`config.mk`:
```
export PLATFORM = sky130hd
export DESIGN_NAME = cpu_host_seq
export DESIGN_NICKNAME = d
export VERILOG_FILES = /design/src/rtl/cpu_host_seq.sv
export SDC_FILE = /design/constraint.sdc
export NUM_CORES = 1
export LEC_CHECK = 0
export BUFFER_PORTS_ARGS = -buffer_cell sky130_fd_sc_hd__buf_2
export CORE_MARGIN = 3
export CORE_UTILIZATION = 30
export CTS_BUF_LIST = sky130_fd_sc_hd__clkbuf_16
export CTS_CLUSTER_DIAMETER = 60
export CTS_CLUSTER_SIZE = 30
export DETAILED_ROUTE_END_ITERATION = 8
export PLACE_DENSITY = 0.46
export REMOVE_ABC_BUFFERS = 1
export SYNTH_ARGS = -nofsm -noshare
export SYNTH_HDL_FRONTEND = slang
export SYNTH_SLANG_ARGS = --single-unit
```
`constraint.sdc`:
```
create_clock -name clk -period 2.4 [get_ports clk]
set_clock_uncertainty 0.2 [all_clocks]
set_input_delay 0.36 -clock clk [delete_from_list [all_inputs] [get_ports clk]]
set_output_delay 0.36 -clock clk [all_outputs]
set_load 0.02 [all_outputs]
```
`src/rtl/cpu_host_seq.sv`:
```
// Host sequencer: loads a program image into the CPU, starts it, then dumps regs and a DM window.
// One byte/cycle load via s_valid/s_ready; dump bytes held on m_valid until m_ready. Watchdog via CPU_WDOG_EN.
module cpu_host_seq #(
  parameter int ADDR_W   = 8,
  parameter int NUM_REGS = 8,
  parameter int RD_LAT   = 1,
  parameter int WDOG_CYC = 4096
) (
  input  logic              clk,
  input  logic              rst,
  input  logic              i_go,
  input  logic [ADDR_W-1:0] i_dm_st,
  input  logic [ADDR_W-1:0] i_dm_ed,
  input  logic              s_valid,
  input  logic [7:0]        s_data,
  input  logic              s_last,
  output logic              s_ready,
  output logic              m_valid,
  output logic [7:0]        m_data,
  output logic              m_last,
  input  logic              m_ready,
  output logic              cpu_is_reg,
  output logic [ADDR_W-1:0] cpu_addr,
  output logic [7:0]        cpu_inst,
  output logic              cpu_start,
  input  logic [7:0]        cpu_data,
  input  logic              cpu_done,
  output logic              o_busy,
  output logic              o_err,
  output logic [15:0]       o_cycles
);

  localparam logic [2:0] S_IDLE   = 3'd0;
  localparam logic [2:0] S_LOAD   = 3'd1;
  localparam logic [2:0] S_PAD    = 3'd2;
  localparam logic [2:0] S_ARM    = 3'd3;
  localparam logic [2:0] S_START  = 3'd4;
  localparam logic [2:0] S_RUN    = 3'd5;
  localparam logic [2:0] S_RD_REG = 3'd6;
  localparam logic [2:0] S_RD_DM  = 3'd7;

  localparam int                LAT_W    = $clog2(RD_LAT + 1);
  localparam logic [ADDR_W-1:0] ONE      = ADDR_W'(1);
  localparam logic [ADDR_W-1:0] PTR_MAX  = '1;
  localparam logic [ADDR_W-1:0] LAST_REG = ADDR_W'(NUM_REGS - 1);

  logic [2:0]        state;
  logic [ADDR_W-1:0] ptr;
  logic [ADDR_W-1:0] dm_st;
  logic [ADDR_W-1:0] dm_ed;
  logic [LAT_W-1:0]  lat_cnt;
  logic              dm_any;
  logic              rd_last;

  assign s_ready = (state == S_LOAD);
  assign o_busy  = (state != S_IDLE);
  assign dm_any  = (dm_st < dm_ed);
  assign rd_last = (state == S_RD_REG) ? (cpu_addr == LAST_REG && !dm_any)
                                       : (cpu_addr == dm_ed - ONE);

  always_ff @(posedge clk) begin
    if (rst) begin
      state      <= S_IDLE;
      ptr        <= '0;
      dm_st      <= '0;
      dm_ed      <= '0;
      lat_cnt    <= '0;
      m_valid    <= 1'b0;
      m_data     <= '0;
      m_last     <= 1'b0;
      cpu_is_reg <= 1'b0;
      cpu_addr   <= '0;
      cpu_inst   <= '0;
      cpu_start  <= 1'b0;
      o_err      <= 1'b0;
      o_cycles   <= '0;
    end else begin
      case (state)
        S_IDLE: begin
          cpu_addr   <= '0;
          cpu_inst   <= '0;
          cpu_is_reg <= 1'b0;
          if (i_go) begin
            dm_st    <= i_dm_st;
            dm_ed    <= i_dm_ed;
            o_err    <= 1'b0;
            o_cycles <= '0;
            ptr      <= '0;
            state    <= S_LOAD;
          end
        end
        S_LOAD: begin
          if (s_valid) begin
            cpu_addr <= ptr;
            cpu_inst <= s_data;
            ptr      <= ptr + ONE;
            // An even final address leaves half an instruction; PAD completes it.
            if (s_last)                state <= ptr[0] ? S_ARM : S_PAD;
            else if (ptr == PTR_MAX) begin
              o_err <= 1'b1;
              state <= S_IDLE;
            end
          end
        end
        S_PAD: begin
          cpu_addr <= ptr;
          cpu_inst <= '0;
          state    <= S_ARM;
        end
        S_ARM: begin
          cpu_addr  <= '0;
          cpu_inst  <= '0;
          cpu_start <= 1'b1;
          state     <= S_START;
        end
        S_START: begin
          cpu_start <= 1'b0;
          state     <= S_RUN;
        end
        S_RUN: begin
          if (o_cycles != 16'hFFFF) o_cycles <= o_cycles + 16'd1;
          if (cpu_done) begin
            state      <= S_RD_REG;
            cpu_is_reg <= 1'b1;
            cpu_addr   <= '0;
            lat_cnt    <= '0;
          end
`ifdef CPU_WDOG_EN
          else if (o_cycles == 16'(WDOG_CYC - 1)) begin
            o_err <= 1'b1;
            state <= S_IDLE;
          end
`endif
        end
        default: begin
          // Read phases: wait RD_LAT after the address settles, then offer the byte.
          if (!m_valid) begin
            if (lat_cnt == LAT_W'(RD_LAT)) begin
              m_valid <= 1'b1;
              m_data  <= cpu_data;
              m_last  <= rd_last;
            end else begin
              lat_cnt <= lat_cnt + LAT_W'(1);
            end
          end else if (m_ready) begin
            m_valid <= 1'b0;
            m_data  <= '0;
            m_last  <= 1'b0;
            lat_cnt <= '0;
            if (m_last) begin
              state      <= S_IDLE;
              cpu_is_reg <= 1'b0;
              cpu_addr   <= '0;
            end else if (state == S_RD_REG && cpu_addr == LAST_REG) begin
              state      <= S_RD_DM;
              cpu_is_reg <= 1'b0;
              cpu_addr   <= dm_st;
            end else begin
              cpu_addr <= cpu_addr + ONE;
            end
          end
        end
      endcase
    end
  end

endmodule
```
## After elaboration in Yosys (flattened, before gate mapping)

Cells that the tools add are included.

- Add/subtract/negate cells: 5
- Reduce and logical (&&, ||, !) cells: 33
- Eq/ne operators: 19
- Order comparisons: 1
- Bitwise logic cells: 4
- Mux-type cells: 52

Operators by type and width:

| kind | count |
|---|---|
| two-way mux 8 bit | 12 |
| one-hot mux 8 bit (5 select lines) | 1 |
| two-way mux 16 bit | 2 |
| one-hot mux 16 bit (2 select lines) | 1 |
| one-hot mux 8 bit (2 select lines) | 2 |
| two-way mux 3 bit | 9 |
| two-way mux 1 bit | 20 |
| one-hot mux 3 bit (6 select lines) | 1 |
| adder 16 x 1 -> 16 bit (second input constant) | 1 |
| adder 8 x 1 -> 8 bit (second input constant) | 2 |
| != test 16 bit (second input constant) | 1 |
| AND reduction 5 bit | 3 |
| nonzero test 7 bit | 2 |
| AND reduction 3 bit | 4 |
| != test 2 bit (second input constant) | 5 |
| nonzero test 2 bit | 5 |
| nonzero test 5 bit | 2 |
| equality test 3 bit (second input constant) | 3 |
| nonzero test 3 bit | 3 |
| equality test 8 x 3 -> 1 bit (second input constant) | 1 |
| equality test 8 bit | 1 |
| equality test 8 bit (second input constant) | 1 |
| < comparator 8 bit | 1 |
| nonzero test 8 bit | 1 |
| other kinds (21) | 30 |

- Input port bits: 39
- Register bits after elaboration: 73
- Logic and storage cells: 128
- Output and inout bits: 47

## Depth between registers and ports, before layout

- Word-level depth: 7
- Depth in mapped cells: 8
- Gate-level depth less buffers: 7

## Least setup slack after synthesis

OpenSTA, ideal clock, no wires.

- Path kind: flip-flop to flip-flop
- From: register cpu_addr[0]
- To: register cpu_is_reg
- Slack: 408 ps
- Library setup time: 128 ps
- Buffers on the path: 1
- Arrival time: 1665 ps
- Clock period less this slack: 1992 ps
- Data required time: 2072 ps
- Stages on the path, launching flop included: 8
- Cells stage by stage: dfxtp_1 > ha_1 > nor4b_4 > and3_1 > buf_2 > o21ai_0 > a32oi_1 > nor2_1

- Longest elaborated chain between the ends: 4

RTL lines:

| what | RTL line | RTL |
|---|---|---|
| from (decl) | 23 | `output logic [ADDR_W-1:0] cpu_addr,` |
| from (signal assigned) | 94 | `cpu_addr <= ptr;` |
| from (signal assigned) | 106 | `cpu_addr <= ptr;` |
| from (signal assigned) | 157 | `cpu_addr <= dm_st;` |
| equality test 8 x 3 -> 1 bit | 154 | `end else if (state == S_RD_REG && cpu_addr == LAST_REG) begin` |
| logical AND 1 bit | 154 |  |
| nonzero test 4 bit (no source line) | - |  |
| AND reduction 5 bit (no source line) | - |  |
| to (signal assigned) | 124 | `cpu_is_reg <= 1'b1;` |
| to (signal assigned) | 152 | `cpu_is_reg <= 1'b0;` |
| to (signal assigned) | 156 | `cpu_is_reg <= 1'b0;` |
| to (decl) | 22 | `output logic cpu_is_reg,` |

Every way passes these cells.
A chain may end at the register's enable or synchronous reset.

## Final worst setup path

- From: register dm_ed[0]
- To: register m_last

- Longest elaborated chain between the ends: 6
- Elaborated cells between the ends (all ways): 8
- Classes of those cells: add/sub: 1; order compare: 1; eq/ne: 1; mux: 3; reduce/logical: 2

RTL lines:

| what | RTL line | RTL |
|---|---|---|
| from (decl) | 50 | `logic [ADDR_W-1:0] dm_ed;` |
| from (signal assigned) | 85 | `dm_ed <= i_dm_ed;` |
| parallel branches: the longest is 3 deep, another holds subtractor 8 x 1 -> 8 bit | - |  |
| two-way mux 1 bit * | 58 | `assign rd_last = (state == S_RD_REG) ? (cpu_addr == LAST_REG && !dm_any)` |
| two-way mux 1 bit * | 138 | `if (lat_cnt == LAT_W'(RD_LAT)) begin` |
| two-way mux 1 bit * | 137 | `if (!m_valid) begin` |
| to (signal assigned) | 141 | `m_last <= rd_last;` |
| to (decl) | 20 | `output logic m_last,` |

Mark *: on every way between the ends. The select of a mux whose other input is x is not followed.

==> flow_summary.json <==
{
  "status": "complete, no violations",
  "drive_above_1_share_pct": 22.8,
  "irDropWorstVdd_uv": 365,
  "core_um2": 12300,
  "dr_total_vias": 3687,
  "ff_latch_area_um2": 1460,
  "slowest_stage": "dfxtp_1",
  "fmax_ghz": 0.452,
  "crit_required_ps": 2480,
  "cts_tree": "done",
  "initial_core_util_pct": 31.6,
  "portBuffers": 85,
  "cp-end-kind": "register",
  "drtIter0Drc": 140,
  "die_height_um": 120,
  "post_drt_via_cell_ratio": 5.02,
  "start_kind": "register",
  "multi_input_area_um2": 2250,
  "antennaDiodeCount": 0,
  "ys_types": 60,
  "clk_latency_ps": 340,
  "arrival_ps": 2290,
  "finalMaxSlewViolations": 0,
  "synth_area_leaders": "dfxtp_1, nand2_1, a21oi_1",
  "setup_tns_ps": 0,
  "placed_area_um2": 4540,
  "cpPeakStageDelay_ps": 480,
  "die_width_um": 120,
  "clk_path_buf_depth": 2,
  "yosys_warnings": 0,
  "worstMarginPinSlew_ps": 566,
  "htreeDepth": 3,
  "ant_nets": 0,
  "crit_family": "compound AO/OA/AOI/OAI gates",
  "p_leak_uw": 0.00201,
  "largest_reg_flops": 16,
  "ctsHoldBuffers": 0,
  "hold_violations": 0,
  "cts_made_buffers": 9,
  "synth_enable_flop_cells": 0,
  "synth.cell_area_um2": 3890,
  "avgSynthCellArea_um2": 8.15,
  "clock-sinks": 73,
  "fin_area_um2": 4810,
  "timing.final.crit_share_pct": 92.1,
  "min_period_ps": 2210,
  "synth_flop_cell": "dfxtp_1",
  "grt_pass1_wl_um": 18000,
  "hp-class": "primary input to register",
  "drt_wl_total_um": 10900,
  "die_area_um2": 14400,
  "routedWlPerCell_um": 14.9,
  "place_hpwl_um": 8190,
  "syn_inst": 477,
  "hold_start": "i_dm_st[3]",
  "synth.largest_area_cell": "dfxtp_1",
  "ys_ff_latch": 73,
  "rows": 40,
  "largest-register": "o_cycles",
  "first_pass_iters": 4,
  "ios": 86,
  "cts_resized": 0,
  "gr-total-overflow": 0,
  "grt_usage_pct": 15.8,
  "grt_setup_unrepaired": "no",
  "crit_buf_inv": 1,
  "path_max_fanout": 9,
  "root_buffer": "clkbuf_16",
  "netlist.area_leader.share_pct": 37.6,
  "final_nets": 612,
  "fillerInstances": 1319,
  "synth_async_sr_flop_share_pct": 0,
  "crit_path_cell_trace": "inv_1 > ha_1 > o21ba_2 > a221oi_1 > a41oi_1 > a2111oi_0 > nand2b_1",
  "crit_start": "dm_ed[0]",
  "areaGrowthSynthToFinish_pct": 23.8,
  "clkSlewWorstSetupHoldPaths_ps": 60,
  "grt_pass1_vias": 3433,
  "slew_headroom_pct": 62.0,
  "r2r-start": "dm_ed[0]",
  "post_cts_buffers": 0,
  "ys_seq_area_share_pct": 37.6,
  "path_class": "register to register",
  "setup-violations-final": 0,
  "max_cap_violations": 0,
  "antenna_found_initial": 0,
  "holdWs_ps": 59.3,
  "grt_max_degree": 41,
  "drc": 0,
  "routabilityCongestion": 0.800,
  "power.density_nw_per_um2": 661
}
## through the flow
step	cells	worst slack, ps	util, %	total power, uW
2_1_floorplan	446	-122	-	1690
3_3_place_gp	719	301	36.9	1920
3_5_place_dp	719	229	36.9	1920
4_1_cts	734	179	39.1	3240
5_1_grt	734	83.9	39.1	3360
6_report	734	189	39.1	3180
## cell type report
| class | count | share of cell area (%) |
|---|---|---|
| Tap cell | 168 | 4.37 |
| Clock buffer | 9 | 4.68 |
| Clock inverter | 6 | 1.07 |
| Multi-Input combinational cell | 361 | 46.6 |
| Inverter | 12 | 0.936 |
| Sequential cell | 73 | 30.4 |
| Timing Repair Buffer | 105 | 12.0 |
## final timing paths
| kind | depth (start not counted) | slack (ps) | end |
|---|---|---|---|
| min reg2reg | 2 | 290 | dm_ed[7] |
| max | 7 | 190 | m_last |
| max reg2reg | 7 | 190 | m_last |
| min | 3 | 60 | dm_st[3] |
## worst reg2reg max path, delay by kind of cell (launching register included)
kind	cells	cell delay [ps]
buf+inv	1	80
fa+ha+maj	1	320
compound gates	4	930
simple gates	1	160
flops	1	480
## synth_stat cells (all sizes together), types with 2 or more instances
master    n
dfxtp    73
nand2    61
nor2     51
a21oi    40
nand3    19
buf      18
o21ai    18
a22oi    17
xnor2    16
clkbuf   13
inv      12
ha       11
nor3     11
xor2     11
nand4    10
a31oi     8
and3      8
mux2i     6
nand2b    6
or3       6
a211oi    4
a21o      4
and3b     4
a2111oi   3
a2bb2oi   3
and2      3
and4      3
nor2b     3
nor3b     3
o21bai    3
a211o     2
a21boi    2
a32oi     2
and4b     2
nand3b    2
nand4b    2
nor4b     2
o2111a    2
## cells by family after synthesis
kind of cell    Yosys count  share of synthesized area (%)
buf+inv                  43                           4.86
mux                       7                           1.83
fa+ha+maj                11                           3.54
compound gates          117                           19.8
xor+xnor                 27                           6.08
simple gates            199                           26.3
flops                    73                           37.6
## routing by layer
metal | up-vias | wire length, um | GRT usage, %
met1 | 1734 | 5370 | 21.1
met4 | 0 | 110 | 3.65
li1 | 1866 | - | -
met2 | 81 | 4870 | 24.6
met3 | 6 | 601 | 5.42
met5 | - | 0 | 0
## where the power goes
part / switching (uW) / internal [uW]
Combinational: 329 / 239
Clock: 506 / 784
Sequential: 64.4 / 1260
Total: 900 / 2280
## layout by cell type, fill, tap and decap left out, types with 3 or more instances in the layout
master,n
xnor2_1,16
nor2_1,51
nand3_1,19
and2_1,3
clkbuf_16,9
and3_1,8
a211oi_1,4
nand2_1,60
nor2b_1,3
inv_1,12
o21bai_1,3
nor3_1,11
ha_1,11
xor2_1,11
a21oi_1,40
a31oi_1,8
a21o_1,4
a22oi_1,17
nand2b_1,6
dfxtp_1,73
buf_2,85
o21ai_0,17
and3b_1,4
and4_1,3
buf_4,20
mux2i_1,6
nand4_1,10
or3_1,6
(Power assumes the default switching activity.)
